$ cat src/rtl/wb_pwm_pkg.sv
`default_nettype none
// ============================================================================
// Module      : wb_pwm_pkg
// Description : Shared definitions for the Wishbone multi-channel PWM block:
//               register byte offsets, CTRL bit indices, legal parameter
//               ranges and a byte-lane merge helper for partial writes.
// Revision    : 1.0 - initial release
// ============================================================================
package wb_pwm_pkg;

    // Register byte offsets (only address bits [7:0] are decoded)
    localparam logic [7:0] c_REG_CTRL       = 8'h00;
    localparam logic [7:0] c_REG_CH_EN      = 8'h04;
    localparam logic [7:0] c_REG_IRQ_STATUS = 8'h08;
    localparam logic [7:0] c_REG_IRQ_MASK   = 8'h0C;
    localparam logic [7:0] c_REG_CH_BASE    = 8'h40;
    localparam int         c_CH_STRIDE      = 8;   // PERIOD/DUTY pair per channel
    localparam int         c_DUTY_OFS       = 4;   // DUTY sits after PERIOD

    // CTRL bit indices
    localparam int c_CTRL_EN_BIT = 0;

    // Legal parameter ranges
    localparam int c_NCH_MIN = 1;
    localparam int c_NCH_MAX = 16;
    localparam int c_CW_MIN  = 2;
    localparam int c_CW_MAX  = 32;

    // Replace the byte lanes of i_old selected by i_sel with those of i_new.
    function automatic logic [31:0] f_merge_sel(
        input logic [31:0] i_old,
        input logic [31:0] i_new,
        input logic [3:0]  i_sel
    );
        logic [31:0] merged;
        merged = i_old;
        for (int b = 0; b < 4; b++) begin
            if (i_sel[b]) merged[8*b +: 8] = i_new[8*b +: 8];
        end
        return merged;
    endfunction

endpackage
`default_nettype wire

$ cat src/rtl/pwm_chan.sv
`default_nettype none
// ============================================================================
// Module      : pwm_chan
// Description : One PWM channel. Bus writes land in shadow PERIOD/DUTY
//               registers; the active copies reload from the shadows at every
//               period wrap, or continuously while the channel is disabled.
// Ports       : clk, rst         - clock, synchronous active-high reset
//               i_en             - channel enable (global & per-channel)
//               i_per_we/i_duty_we, i_per_wdata/i_duty_wdata - shadow writes
//               o_per_sh/o_duty_sh - shadow values for bus readback
//               o_pwm            - registered PWM output
//               o_wrap           - combinational wrap event this cycle
// Revision    : 1.0 - initial release
// ============================================================================
module pwm_chan
    import wb_pwm_pkg::*;
#(
    parameter int CW = 16
) (
    input  logic          clk,
    input  logic          rst,
    input  logic          i_en,
    input  logic          i_per_we,
    input  logic          i_duty_we,
    input  logic [CW-1:0] i_per_wdata,
    input  logic [CW-1:0] i_duty_wdata,
    output logic [CW-1:0] o_per_sh,
    output logic [CW-1:0] o_duty_sh,
    output logic          o_pwm,
    output logic          o_wrap
);

    logic [CW-1:0] r_per_sh;
    logic [CW-1:0] r_duty_sh;
    logic [CW-1:0] r_per_act;
    logic [CW-1:0] r_duty_act;
    logic [CW-1:0] r_cnt;
    logic          r_pwm;
    logic          w_last;

    // PERIOD of 0 or 1 degenerates to a one-state counter wrapping every cycle.
    assign w_last = (r_per_act <= CW'(1)) || (r_cnt >= r_per_act - CW'(1));
    assign o_wrap = i_en & w_last;

    always_ff @(posedge clk) begin
        if (rst) begin
            r_per_sh   <= '0;
            r_duty_sh  <= '0;
            r_per_act  <= '0;
            r_duty_act <= '0;
            r_cnt      <= '0;
            r_pwm      <= 1'b0;
        end else begin
            if (i_per_we)  r_per_sh  <= i_per_wdata;
            if (i_duty_we) r_duty_sh <= i_duty_wdata;

            if (!i_en) begin
                r_cnt      <= '0;
                r_per_act  <= r_per_sh;
                r_duty_act <= r_duty_sh;
                r_pwm      <= 1'b0;
            end else begin
                r_pwm <= (r_cnt < r_duty_act);
                if (w_last) begin
                    // Reload from the pre-write shadow: a same-cycle bus
                    // write only takes effect at the following wrap.
                    r_cnt      <= '0;
                    r_per_act  <= r_per_sh;
                    r_duty_act <= r_duty_sh;
                end else begin
                    r_cnt <= r_cnt + CW'(1);
                end
            end
        end
    end

    assign o_per_sh  = r_per_sh;
    assign o_duty_sh = r_duty_sh;
    assign o_pwm     = r_pwm;

endmodule
`default_nettype wire

$ cat src/rtl/wb_pwm_multi.sv
`default_nettype none
// ============================================================================
// Module      : wb_pwm_multi
// Description : Wishbone classic slave with NCH independent PWM channels.
//               Holds bus decode, CTRL/CH_EN and optional IRQ registers.
// Ports       : clk, rst (sync, active-high); wb_* Wishbone classic slave;
//               pwm_o[NCH] registered PWM outputs; irq_o period-wrap irq.
// Config      : define WB_PWM_MULTI_IRQ_EN to build IRQ_STATUS/IRQ_MASK and
//               drive irq_o; otherwise those registers read 0 and irq_o = 0.
// Revision    : 1.0 - initial release
// ============================================================================
module wb_pwm_multi
    import wb_pwm_pkg::*;
#(
    parameter int NCH          = 8,
    parameter int CW           = 16,
    parameter int wb_adr_width = 32,
    parameter int wb_dat_width = 32
) (
    input  logic                    clk,
    input  logic                    rst,
    input  logic [wb_adr_width-1:0] wb_adr_i,
    input  logic [wb_dat_width-1:0] wb_dat_i,
    output logic [wb_dat_width-1:0] wb_dat_o,
    input  logic                    wb_we_i,
    input  logic                    wb_cyc_i,
    input  logic                    wb_stb_i,
    input  logic [3:0]              wb_sel_i,
    output logic                    wb_ack_o,
    output logic [NCH-1:0]          pwm_o,
    output logic                    irq_o
);

    if (NCH < c_NCH_MIN || NCH > c_NCH_MAX || CW < c_CW_MIN || CW > c_CW_MAX ||
        wb_dat_width != 32 || wb_adr_width < 9) begin : g_bad_params
        $error("wb_pwm_multi: parameter out of legal range");
    end

    logic            r_ack;
    logic [31:0]     r_dat;
    logic            r_ctrl_en;
    logic [NCH-1:0]  r_ch_en;
    logic            w_req;
    logic            w_wr;
    logic [7:0]      w_adr;
    logic [31:0]     w_rdata;
    logic [31:0]     w_chen_merge;
    logic [NCH-1:0]  w_en;
    logic [NCH-1:0]  w_wrap;
    logic [NCH-1:0]  w_pwm;
    logic [CW-1:0]   w_per_sh  [NCH];
    logic [CW-1:0]   w_duty_sh [NCH];
    logic            w_unused;

    // A request is accepted only while ack is low, so ack never repeats.
    assign w_req        = wb_cyc_i & wb_stb_i & ~r_ack;
    assign w_wr         = w_req & wb_we_i;
    assign w_adr        = wb_adr_i[7:0];
    assign w_en         = {NCH{r_ctrl_en}} & r_ch_en;
    assign w_chen_merge = f_merge_sel(32'(r_ch_en), wb_dat_i, wb_sel_i);

    for (genvar i = 0; i < NCH; i++) begin : g_ch
        logic [31:0] w_per_merge;
        logic [31:0] w_duty_merge;
        logic        w_per_we;
        logic        w_duty_we;
        logic        w_unused_merge;

        assign w_per_we     = w_wr && (w_adr == 8'(c_REG_CH_BASE + c_CH_STRIDE*i));
        assign w_duty_we    = w_wr && (w_adr == 8'(c_REG_CH_BASE + c_CH_STRIDE*i + c_DUTY_OFS));
        assign w_per_merge  = f_merge_sel(32'(w_per_sh[i]),  wb_dat_i, wb_sel_i);
        assign w_duty_merge = f_merge_sel(32'(w_duty_sh[i]), wb_dat_i, wb_sel_i);
        assign w_unused_merge = &{1'b0, w_per_merge, w_duty_merge};

        pwm_chan #(.CW(CW)) u_chan (
            .clk          (clk),
            .rst          (rst),
            .i_en         (w_en[i]),
            .i_per_we     (w_per_we),
            .i_duty_we    (w_duty_we),
            .i_per_wdata  (w_per_merge[CW-1:0]),
            .i_duty_wdata (w_duty_merge[CW-1:0]),
            .o_per_sh     (w_per_sh[i]),
            .o_duty_sh    (w_duty_sh[i]),
            .o_pwm        (w_pwm[i]),
            .o_wrap       (w_wrap[i])
        );
    end

`ifdef WB_PWM_MULTI_IRQ_EN
    logic [NCH-1:0] r_irq_st;
    logic [NCH-1:0] r_irq_mask;
    logic           r_irq;
    logic [31:0]    w_clr_merge;
    logic [31:0]    w_mask_merge;
    logic [NCH-1:0] w_clr;

    assign w_clr_merge  = f_merge_sel(32'h0, wb_dat_i, wb_sel_i);
    assign w_mask_merge = f_merge_sel(32'(r_irq_mask), wb_dat_i, wb_sel_i);
    assign w_clr        = (w_wr && w_adr == c_REG_IRQ_STATUS) ? w_clr_merge[NCH-1:0] : '0;

    always_ff @(posedge clk) begin
        if (rst) begin
            r_irq_st   <= '0;
            r_irq_mask <= '0;
            r_irq      <= 1'b0;
        end else begin
            // Write-1-to-clear; a wrap in the same cycle keeps the bit set.
            r_irq_st <= (r_irq_st & ~w_clr) | w_wrap;
            if (w_wr && w_adr == c_REG_IRQ_MASK) r_irq_mask <= w_mask_merge[NCH-1:0];
            r_irq <= |(r_irq_st & r_irq_mask);
        end
    end

    assign irq_o    = r_irq;
    assign w_unused = &{1'b0, wb_adr_i[wb_adr_width-1:8], w_chen_merge, w_clr_merge, w_mask_merge};
`else
    assign irq_o    = 1'b0;
    assign w_unused = &{1'b0, wb_adr_i[wb_adr_width-1:8], w_chen_merge, w_wrap};
`endif

    always_comb begin
        w_rdata = '0;
        case (w_adr)
            c_REG_CTRL:       w_rdata[c_CTRL_EN_BIT] = r_ctrl_en;
            c_REG_CH_EN:      w_rdata = 32'(r_ch_en);
`ifdef WB_PWM_MULTI_IRQ_EN
            c_REG_IRQ_STATUS: w_rdata = 32'(r_irq_st);
            c_REG_IRQ_MASK:   w_rdata = 32'(r_irq_mask);
`endif
            default: begin
                for (int i = 0; i < NCH; i++) begin
                    if (w_adr == 8'(c_REG_CH_BASE + c_CH_STRIDE*i))
                        w_rdata = 32'(w_per_sh[i]);
                    if (w_adr == 8'(c_REG_CH_BASE + c_CH_STRIDE*i + c_DUTY_OFS))
                        w_rdata = 32'(w_duty_sh[i]);
                end
            end
        endcase
    end

    always_ff @(posedge clk) begin
        if (rst) begin
            r_ack     <= 1'b0;
            r_dat     <= '0;
            r_ctrl_en <= 1'b0;
            r_ch_en   <= '0;
        end else begin
            r_ack <= w_req;
            if (w_req) r_dat <= w_rdata;
            if (w_wr && w_adr == c_REG_CTRL && wb_sel_i[0])
                r_ctrl_en <= wb_dat_i[c_CTRL_EN_BIT];
            if (w_wr && w_adr == c_REG_CH_EN)
                r_ch_en <= w_chen_merge[NCH-1:0];
        end
    end

    // Ack is qualified by the live strobe so an aborted cycle sees no ack.
    assign wb_ack_o = r_ack & wb_cyc_i & wb_stb_i;
    assign wb_dat_o = r_dat;
    assign pwm_o    = w_pwm;

endmodule
`default_nettype wire

$ cat config.mk
export PLATFORM = sky130hd
export DESIGN_NAME = wb_pwm_multi
export DESIGN_NICKNAME = d
export VERILOG_FILES = /design/src/rtl/wb_pwm_pkg.sv /design/src/rtl/pwm_chan.sv /design/src/rtl/wb_pwm_multi.sv
export SDC_FILE = /design/constraint.sdc
export NUM_CORES = 2
export LEC_CHECK = 0
export ABC_CLOCK_PERIOD_IN_PS = 4000
export CAP_MARGIN = 20
export CORE_MARGIN = 2
export CORE_UTILIZATION = 55
export DETAILED_ROUTE_END_ITERATION = 8
export DONT_BUFFER_PORTS = 1
export PLACE_DENSITY = 0.74
export SLEW_MARGIN = 20
export SYNTH_ARGS = -nofsm -noshare
export SYNTH_HDL_FRONTEND = slang
export SYNTH_SLANG_ARGS = --single-unit
$ cat constraint.sdc
create_clock -name clk -period 4 [get_ports clk]
set_clock_uncertainty 0.15 [all_clocks]
set_input_delay 1 -clock clk [delete_from_list [all_inputs] [get_ports clk]]
set_output_delay 1 -clock clk [all_outputs]
set_load 0.05 [all_outputs]
Word-level counts from Yosys, hierarchy flattened
Index checks and enable logic that the tools add are counted.
{ "word_totals": {"regBits": 690, "inputBits": 73, "out_inout_bits": 42, "wordCells": 275} }
{ "op_classes": {"n_addsub": 16, "order_cmp": 24, "eq_ne": 25, "n_mux": 50, "n_bitwise": 15, "n_reduce_logical": 77} }
{ "ops": {"columns": ["cell", "n"], "rows": [
  ["$mux 16", 33],
  ["$mux 32", 15],
  ["$add 16x1->16 const B", 8],
  ["$eq 8x7->1 const B", 16],
  ["$ge 16x16->1", 8],
  ["$le 16x1->1 const B", 8],
  ["$lt 16x16->1", 8],
  ["$sub 16x1->16 const B", 8],
  ["$reduce_and 2->1", 33],
  ["$pmux 31 s2", 1],
  ["$reduce_or 3->1", 8],
  ["$logic_and 1x1->1", 19],
  ["$ne 2x1->1 const B", 8],
  ["$reduce_or 2->1", 8],
  ["$not 1->1", 9],
  ["$and 8x8->8", 1],
  ["$eq 8x3->1 const B", 1],
  ["$logic_not 8->1", 1],
  ["$logic_or 1x1->1", 8],
  ["$and 1x1->1", 5],
  ["$pmux 1 s2", 1]
]} }

Depth between registers and ports, before layout
{ "logic_depth": {"depth_word": 18, "depth_mapped": 15, "mapped_depth_nobuf": 13} }

By module
Synthesis repeated with hierarchy kept, for this count alone.
{ "hier_totals": {"cells_unflattened": 4558, "area_unflattened_um2": 39544.2} }
{ "modules_own_cells": {"columns": ["module", "instances", "cells_each", "area_per_inst_um2", "seq_area_each_um2"], "rows": [
  ["pwm_chan at g_ch[1].u_chan ...", 4, 415, 3982.6, 1621.6],
  ["pwm_chan at g_ch[0].u_chan ...", 2, 420, 4337.9, 1621.6],
  ["wb_pwm_multi", 1, 1154, 6463.7, 520.5],
  ["pwm_chan at g_ch[3].u_chan", 1, 452, 4239.1, 1621.6],
  ["pwm_chan at g_ch[7].u_chan", 1, 452, 4235.3, 1621.6]
]} }

Worst setup path before layout
Ideal clock, no wire load.
{ "synth_path": {"path_type": "reg-to-reg", "from": "register g_ch[2].u_chan.r_per_act[4]", "to": "register g_ch[2].u_chan.r_duty_act[0]", "setup_time_ns": 0.072, "arrival_ns": 2.961, "required_ns": 3.778, "slack_ns": 0.817, "path_stages_with_launch": 14, "path_buffers": 2, "synth_period_minus_slack_ns": 3.183, "cell_sequence": "dfxtp_1 > nor4_1 > nand2_1 > nor2_1 > xnor2_1 > ha_1 > a21o_1 > a21o_1 > a221oi_1 > o221ai_1 > a31oi_1 > buf_2 > buf_6 > mux2i_1"} }
{ "synth_via": {"elab_chain_cells": 4, "word_cells_on_any_way": 5, "cone_classes": "add/sub: 1; order compare: 2; eq/ne: 1; reduce/logical: 1"} }
{ "synth_lines": {"columns": ["item", "line_no", "rtl"], "rows": [
  ["from (decl)", "pwm_chan.sv:35", "logic [CW-1:0] r_per_act;"],
  ["from (signal assigned)", "pwm_chan.sv:59", "r_per_act <= r_per_sh;"],
  ["from (signal assigned)", "pwm_chan.sv:68", "r_per_act <= r_per_sh;"],
  ["$sub 16x1->16", "pwm_chan.sv:42", "assign w_last = (r_per_act <= CW'(1)) || (r_cnt >= r_per_act - CW'(1));"],
  ["$ge 16x16->1", "pwm_chan.sv:42", null],
  ["$logic_or 1x1->1 *", "pwm_chan.sv:42", null],
  ["$ne 2x1->1 (no source line) *", null, null],
  ["to (signal assigned)", "pwm_chan.sv:60", "r_duty_act <= r_duty_sh;"],
  ["to (signal assigned)", "pwm_chan.sv:69", "r_duty_act <= r_duty_sh;"],
  ["to (decl)", "pwm_chan.sv:36", "logic [CW-1:0] r_duty_act;"]
]} }
Every way passes the cells marked *; elsewhere a longest branch is shown, timed or not.
A chain may end at the register's enable or synchronous reset.

Worst setup path in the final report
{ "layout_path": {"from": "register g_ch[6].u_chan.r_per_act[2]", "to": "register g_ch[6].u_chan.r_cnt[14]"} }
{ "layout_via": {"elab_chain_cells": 4, "word_cells_on_any_way": 5, "cone_classes": "add/sub: 1; order compare: 2; reduce/logical: 2"} }
{ "layout_lines": {"columns": ["item", "line_no", "rtl"], "rows": [
  ["from (decl)", "pwm_chan.sv:35", null],
  ["from (signal assigned)", "pwm_chan.sv:59", null],
  ["from (signal assigned)", "pwm_chan.sv:68", null],
  ["$sub 16x1->16", "pwm_chan.sv:42", null],
  ["$ge 16x16->1", "pwm_chan.sv:42", null],
  ["$logic_or 1x1->1 *", "pwm_chan.sv:42", null],
  ["$reduce_or 3->1 (no source line) *", null, null],
  ["to (signal assigned)", "pwm_chan.sv:71", "r_cnt <= r_cnt + CW'(1);"],
  ["to (decl)", "pwm_chan.sv:37", "logic [CW-1:0] r_cnt;"]
]} }
Marked as above.

==> out/qor_table.md <==
| Item | This run |
|---|---|
| Status | finished with violations |
| Violated checks | slew limit |
| Most common flop cell mapped by yosys | sky130_fd_sc_hd__dfxtp_1 |
| Total congestion overflow after global routing | 0 |
| CORE AREA | 68590 um2 |
| Total length of routed wires | 102700 um |
| WL per Instance | 19.73 um |
| Final worst slack | 0.3661 ns |
| Number of remaining DRC errors | 0 |
| Post-synth EDFFs | 0 |
| Pwr/cell area | 346.1 nW/um2 |
| Setup repair after global routing missed its margin | no |
| Slowest-stage cell, CP | sky130_fd_sc_hd__nor4_1 |
| Synth top cells by count | 674 x sky130_fd_sc_hd__dfxtp_1, 542 x sky130_fd_sc_hd__nand2b_1, 377 x sky130_fd_sc_hd__mux2i_1, 342 x sky130_fd_sc_hd__nand2_1, 272 x sky130_fd_sc_hd__ha_1 |
| Detailed-route vias per instance | 5.840 |
| Post-synthesis instance area | 38120 um2 |
| Global-route wire length before repair | 162400 um |
| Cell depth of the worst flop-to-flop path | 12 |
| Largest net degree at the start of global routing | 917 |
| Number of endpoints failing setup at the final stage | 0 |
| R2R Path End | g_ch[6].u_chan.r_cnt[14]$_SDFF_PP0_ |
| Crit share post-route | 0.9085 |
| Highest cell delay on the worst timing path | 0.58 ns |
| IR Drop Worst-Case VDD | 0.2994 mV |
| Cells after Synth | 4335 |
| Maximum clock frequency | 275.2 MHz |
| Post-detailed-placement half-perimeter wirelength | 71060 um |
| Destination of the critical timing path | g_ch[6].u_chan.r_cnt[14]$_SDFF_PP0_ |
| Number of cells in the finished layout apart from fillers | 5204 |
| Post-Route Setup TNS | 0 ns |
| Die ar. | 71430 um2 |
| Worst max-slew margin expressed relative to the limit | -0.2536 |
| Critical path class | flop to flop |
| Net count of the finished layout | 4558 |
| Clock transition at the registers of the reported paths | 0.06 ns |
| Total number of placement rows | 96 |
| Die outline height | 267.3 um |
| Warning count from the yosys run | 0 |
| Maximum buffer depth of the clock tree | 3 |
| DR vias | 30.39k |
| Number of top-level pins | 115 |
| R2r setup slk | 0.37 ns |
| Maximum level of the CTS H-tree | 3 |
| Number of library cell types mapped by synthesis | 81 |
| Buffers plus inverters on the worst setup path | 1 |
| Number of buffers inserted by port buffering | 0 |
| Transition time at the pin with the least slew margin | 1.880 ns |
| List of cells traversed by the critical path | nor4_1, and3_1, nand3_1, xor2_1, ha_1, a21oi_1, nor2b_1, o21ai_0, o2111ai_1, a31oi_4, buf_4, nor3b_1 |
| Final count of hold timing violations | 0 |
| TritonCTS clock tree | yes |
| Post-Place Worst Slack | 0.3876 ns |
| Source of the critical timing path | g_ch[6].u_chan.r_per_act[2]$_SDFFE_PP0P_ |
| Total clock sinks | 674 |
| Antenna-violating nets left | 0 |
| Most frequently used cell type in the post-synthesis netlist | sky130_fd_sc_hd__dfxtp_1 |
| DRT Pass-1 Iters | 6 |
| Clock network latency to the later pin of the worst-skew pair | 0.64 ns |
| Maximum fanout encountered on the critical timing path | 13 |
| Count of hold buffers inserted by post-cts repair | 0 |
| Synthesized area divided by synthesized cell count | 8.794 um2 |
| Number of flip-flops and latches in the synthesized netlist | 674 |
| Number of gates on the worst path with buffers counted | 12 |
| Combined flip-flop and latch cell area | 13490 um2 |
| Root buf cell | sky130_fd_sc_hd__clkbuf_16 |
| Fin. max-slew vios | 544 |
| Family with the most delay on the worst path | simple AND/OR/NAND/NOR gates |
| Cell types occupying the most area after synthesis | sky130_fd_sc_hd__dfxtp_1 35%, sky130_fd_sc_hd__mux2i_1 9.9%, sky130_fd_sc_hd__ha_1 8.9% |
| Critical path endpoint category | flop |
| Count of placed standard cells including taps | 5066 |
| Vias in the first global route | 28.78k |
| Layout-stage area growth over the synthesis result | 8.382% |
| DRC violation total after the first TritonRoute iteration | 2997 |
| Layout cell share with drive strength beyond 1 | 0.06042 |
| Kind of start point of the critical path | flop |
| CP arrival | 3.99 ns |
| Register area share after synthesis | 0.3539 |
| Die outline width | 267.3 um |
| Final-layout fill cell count | 5926 |
| Final critical-path required period | 3.634 ns |
| Cell type with the highest aggregate area in the netlist | sky130_fd_sc_hd__dfxtp_1 |
| Total CTS buffers | 75 |
| Share of async-settable or async-resettable flops after synthesis | 0 |
| Final core area utilization | 0.6024 |
| Min-delay worst type | flop to flop |
| Global-route usage over all layers | 0.2863 |
| Multi-input logic area | 22820 um2 |
| Reg2Reg Launch Point | g_ch[6].u_chan.r_per_act[2]$_SDFFE_PP0P_ |
| Number of antenna violations at the first check in global routing | 3 |
| Share of the synthesized area in the top cell type | 0.3539 |
| Maximum Capacitance Violations | 0 |
| CP Data Required Time | 4.35 ns |
| Leak Pwr | 0.01579 uW |
| Initial standard-cell utilization of the core | 0.5558 |
| RD Place Congestion | 0.9505 |
==> per-stage QoR <==
step	instance area, um2	power [uW]	hold WS (ns)
2_1_floorplan	38180	7283	0.2901
3_3_place_gp	38690	7160	0.3033
3_5_place_dp	38690	7160	0.3108
4_1_cts	41300	14370	0.3176
5_1_grt	41310	14660	0.3391
6_report	41320	14300	0.3200
==> power by group <==
group / total [uW] / switching, uW / internal (uW)
combinational: 286 / 139 / 147
sequential: 6750 / 28.5 / 6720
clock: 7270 / 2920 / 4350
total: 14300 / 3080 / 11200
==> metal layers <==
| metal | routed length [um] | track usage | vias to the layer above | part of all wire |
|---|---|---|---|---|
| met1 | 43990 | 0.3827 | 14250 | 0.43 |
| met3 | 9413 | 0.06556 | 273 | 0.092 |
| met4 | 4434 | 0.1209 | 0 | 0.043 |
| met2 | 44810 | 0.4435 | 1114 | 0.44 |
| met5 | 0 | 0 | - | 0 |
| li1 | - | - | 14750 | - |
==> sequential cells by signal (all words and copies together), names as in the netlist <==
name and cells:
g_ch.u_chan.o_duty_sh 128, g_ch.u_chan.o_per_sh 128, g_ch.u_chan.r_cnt 128, g_ch.u_chan.r_duty_act 128
g_ch.u_chan.r_per_act 128, wb_dat_o 16, g_ch.u_chan.o_pwm 8, r_ch_en 8
r_ack 1, r_ctrl_en 1
==> logic make-up after synthesis <==
logic type      synth area share
simple gates              0.2507
compound gates           0.09321
other cells           0.00009837
xor+xnor                 0.05077
buf+inv                  0.05301
mux                       0.1090
fa+ha+maj                0.08927
flops                     0.3539
==> worst min-delay path by stage <==
stage	cells past startpoint	end	from	slack, ns
floorplan	2	g_ch[2].u_chan.o_duty_sh[2]$_SDFFE_PP0P_	g_ch[2].u_chan.o_duty_sh[2]$_SDFFE_PP0P_	0.29
global placement	2	g_ch[4].u_chan.o_per_sh[1]$_SDFFE_PP0P_	g_ch[4].u_chan.o_per_sh[1]$_SDFFE_PP0P_	0.30
detailed placement	2	g_ch[2].u_chan.o_per_sh[15]$_SDFFE_PP0P_	g_ch[2].u_chan.o_per_sh[15]$_SDFFE_PP0P_	0.31
CTS	2	g_ch[2].u_chan.o_per_sh[15]$_SDFFE_PP0P_	g_ch[2].u_chan.o_per_sh[15]$_SDFFE_PP0P_	0.32
global route	2	g_ch[1].u_chan.r_duty_act[12]$_SDFFE_PP0P_	g_ch[1].u_chan.r_duty_act[12]$_SDFFE_PP0P_	0.34
finish	2	g_ch[2].u_chan.o_per_sh[15]$_SDFFE_PP0P_	g_ch[2].u_chan.o_per_sh[15]$_SDFFE_PP0P_	0.32
==> cell type report <==
type,instances,area share
clock buffer,105,0.05384
multi-input combinational,3224,0.5523
sequential,674,0.3266
timing repair buffer,72,0.01460
inverter,166,0.01508
clock inverter,29,0.009206
antenna,3,0.0001817
tap,931,0.02819
==> what timing repair did <==
action / CTS / global route
buffers inserted: 0 / 1
gates resized for setup: 0 / 1
endpoints found under the setup margin: 0 / 29
hold endpoints to repair: 0 / 0
==> worst register-to-register path, stage by stage, from the launching register on <==
cell	delay (ns)
sky130_fd_sc_hd__dfxtp_1	0.36
sky130_fd_sc_hd__nor4_1	0.58
sky130_fd_sc_hd__and3_1	0.34
sky130_fd_sc_hd__nand3_1	0.12
sky130_fd_sc_hd__xor2_1	0.17
sky130_fd_sc_hd__ha_1	0.29
sky130_fd_sc_hd__a21oi_1	0.17
sky130_fd_sc_hd__nor2b_1	0.06
sky130_fd_sc_hd__o21ai_0	0.16
sky130_fd_sc_hd__o2111ai_1	0.19
sky130_fd_sc_hd__a31oi_4	0.41
sky130_fd_sc_hd__buf_4	0.27
sky130_fd_sc_hd__nor3b_1	0.24
==> cell usage in the layout, fill, tap and decap left out, types with 8 or more instances in the layout <==
| cell type | netlist | routed |
|---|---|---|
| sky130_fd_sc_hd__mux4_2 | 9 | 9 |
| sky130_fd_sc_hd__inv_1 | 166 | 166 |
| sky130_fd_sc_hd__conb_1 | 1 | 17 |
| sky130_fd_sc_hd__a211oi_1 | 27 | 27 |
| sky130_fd_sc_hd__o21ai_0 | 76 | 76 |
| sky130_fd_sc_hd__nor3b_1 | 126 | 126 |
| sky130_fd_sc_hd__nor2_1 | 228 | 228 |
| sky130_fd_sc_hd__clkbuf_1 | 172 | 11 |
| sky130_fd_sc_hd__nand2_1 | 342 | 342 |
| sky130_fd_sc_hd__a21oi_1 | 250 | 246 |
| sky130_fd_sc_hd__a21o_1 | 61 | 61 |
| sky130_fd_sc_hd__nand3b_1 | 9 | 9 |
| sky130_fd_sc_hd__a22oi_1 | 18 | 18 |
| sky130_fd_sc_hd__nor2b_1 | 24 | 23 |
| sky130_fd_sc_hd__and3_1 | 42 | 42 |
| sky130_fd_sc_hd__o22ai_1 | 21 | 21 |
| sky130_fd_sc_hd__o211ai_1 | 12 | 12 |
| sky130_fd_sc_hd__nor4_1 | 31 | 30 |
| sky130_fd_sc_hd__or4_1 | 15 | 15 |
| sky130_fd_sc_hd__and3b_1 | 11 | 11 |
| sky130_fd_sc_hd__a221oi_1 | 10 | 10 |
| sky130_fd_sc_hd__dfxtp_1 | 674 | 674 |
| sky130_fd_sc_hd__clkbuf_8 | 0 | 15 |
| sky130_fd_sc_hd__ha_1 | 272 | 272 |
| sky130_fd_sc_hd__nand4_1 | 55 | 55 |
| sky130_fd_sc_hd__mux2_2 | 16 | 16 |
| sky130_fd_sc_hd__nand2b_1 | 542 | 542 |
| sky130_fd_sc_hd__clkinv_2 | 0 | 11 |
| sky130_fd_sc_hd__buf_4 | 34 | 67 |
| sky130_fd_sc_hd__nor3_1 | 63 | 63 |
| sky130_fd_sc_hd__clkbuf_16 | 0 | 79 |
| sky130_fd_sc_hd__o221ai_1 | 8 | 8 |
| sky130_fd_sc_hd__o21ai_1 | 12 | 12 |
| sky130_fd_sc_hd__nand3_1 | 195 | 195 |
| sky130_fd_sc_hd__xnor2_1 | 114 | 114 |
| sky130_fd_sc_hd__xor2_1 | 107 | 107 |
| sky130_fd_sc_hd__mux2i_1 | 377 | 377 |
(Power assumes the default switching activity.)
==> RTL edit: new RTL, config.mk and constraints unchanged <==
Add a define of `WB_PWM_MULTI_IRQ_EN`.
--- a/src/rtl/wb_pwm_multi.sv
+++ b/src/rtl/wb_pwm_multi.sv
@@ -10,4 +10,6 @@
 // Revision    : 1.0 - initial release
 // ============================================================================
+`define WB_PWM_MULTI_IRQ_EN
+
 module wb_pwm_multi
     import wb_pwm_pkg::*;
Function: changed (a bounded check fails within 4 cycles, from zero or initial values and one cycle with rst high).
==> RTL edit against the unedited design <==
Worst setup slack worse by 0.26 ns; final area is 0.88% lower; total power is 3.3% higher; die area is 1.9% lower; routed wire length is 9.4% higher; largest power group unchanged; area after synthesis is 1.9% lower; non-clock buffer count is 28 higher; critical path type unchanged; sequential cell count is 17 higher.
==> RTL edit: results (changes against the unedited design) <==
\begin{tabular}{lr}
\hline
Metric & Value \\
\hline
\multicolumn{2}{l}{\textbf{Synth}} \\
\quad Multiplexer fraction of the synthesized cell area & 10.2\% (-0.75 points) \\
\quad Xor and xnor fraction of the mapped netlist area & 5.22\% (+0.14 points) \\
\quad Post-synth top cells & 859 x sky130\_fd\_sc\_hd\_\_nand2\_1, 691 x sky130\_fd\_sc\_hd\_\_dfxtp\_1, 349 x sky130\_fd\_sc\_hd\_\_mux2i\_1 \\
\quad Number of unique standard cell types used by synthesis & 83 (+2.5\%) \\
\multicolumn{2}{l}{\textbf{Hold path}} \\
\quad Worst min-delay path category & in -> reg \\
\multicolumn{2}{l}{\textbf{GRT}} \\
\quad Fraction of met1 tracks used by global routing & 40.9\% (+2.7 points) \\
\quad All-layer global routing usage & 31.3\% (+2.6 points) \\
\quad Met2 Resource Use GR & 49.3\% (+5.0 points) \\
\quad Wire length of the first global-routing pass & 174000 µm (+7.1\%) \\
\multicolumn{2}{l}{\textbf{Clocking}} \\
\quad Number of gates resized after CTS & 3 (+3) \\
\quad TritonCTS Buffers & 77 (+2.7\%) \\
\multicolumn{2}{l}{\textbf{Layout}} \\
\quad Diode insertion count for antenna repair & 0 (-3) \\
\quad Layout Nets & 4737 (+3.9\%) \\
\quad Fraction of layout cells with a size suffix above 1 & 6.94\% (+0.90 points) \\
\quad Number of inserted filler cells in the final layout & 5768 (-2.7\%) \\
\multicolumn{2}{l}{\textbf{Setup path}} \\
\quad Largest fanout of any net on the critical path & 8 (-5) \\
\quad Worst reg2reg startpoint & g\_ch[3].u\_chan.r\_per\_act[2]\$\_SDFFE\_PP0P\_ \\
\quad Count of cells along the worst register-to-register path & 14 (+2) \\
\quad Setup slack of the most critical reg-to-reg path & 0.11 ns (-0.26 ns) \\
\multicolumn{2}{l}{\textbf{Route}} \\
\quad First-pass detailed-route iteration total & 7 (+1) \\
\quad Routed length on met3 & 11000 µm (+16\%) \\
\quad Aggregate routed wire length & 112000 µm (+9.4\%) \\
\quad Number of vias after detailed routing & 32400 (+6.5\%) \\
\multicolumn{2}{l}{\textbf{Floorplan}} \\
\quad Initial Util & 55.6\% (about the same) \\
\multicolumn{2}{l}{\textbf{Place}} \\
\quad Detailed placement HPWL & 78100 µm (+10\%) \\
\quad Cell area reported after detailed placement & 0.0381 mm² (-1.5\%) \\
\multicolumn{2}{l}{\textbf{Run status}} \\
\quad Result of the run & complete, no violations \\
\multicolumn{2}{l}{\textbf{Power and ir drop}} \\
\quad Switching part of the total power & 21.9\% (+0.37 points) \\
\quad Leakage power total & 15.7 nW (-0.50\%) \\
\hline
\end{tabular}
RTL edit: logic make-up (layout without fill, tap and decap cells):
family          after synthesis  in the layout
simple gates               1753           1753
compound gates              709            709
flops                       691            691
buf+inv                     469            419
mux                         369            369
fa+ha+maj                   272            272
xor+xnor                    223            223
other cells                   1             16
RTL edit: worst min path at each step:
stage,from,end,slack [ns],cells after the start
floorplan,g_ch[6].u_chan.o_per_sh[15]$_SDFFE_PP0P_,g_ch[6].u_chan.o_per_sh[15]$_SDFFE_PP0P_,0.29,2
global placement,g_ch[6].u_chan.o_per_sh[15]$_SDFFE_PP0P_,g_ch[6].u_chan.o_per_sh[15]$_SDFFE_PP0P_,0.29,2
detailed placement,g_ch[3].u_chan.r_duty_act[4]$_SDFFE_PP0P_,g_ch[3].u_chan.r_duty_act[4]$_SDFFE_PP0P_,0.30,2
CTS,rst,g_ch[5].u_chan.o_duty_sh[1]$_SDFFE_PP0P_,0.28,1
global route,rst,g_ch[6].u_chan.r_per_act[0]$_SDFFE_PP0P_,0.28,1
finish,rst,g_ch[6].u_chan.r_per_act[0]$_SDFFE_PP0P_,0.28,1
RTL edit: cell type report:
class,instances,area [µm²],area share (%)
Clock inverter,29,413,1.01
Clock buffer,110,2290,5.60
Multi-Input combinational cell,3342,21700,53.0
Inverter,180,683,1.67
Tap cell,873,1090,2.67
Timing Repair Buffer,100,936,2.29
Sequential cell,691,13800,33.8
RTL edit: power groups by stage:
stage,sequential (mW),clock (mW),combinational [mW]
after floorplan,7.06,0,0.332
after global placement,7.06,0,0.288
after detailed placement,7.06,0,0.288
after CTS,6.91,7.64,0.289
after global routing,6.91,7.91,0.313
final,6.91,7.57,0.300
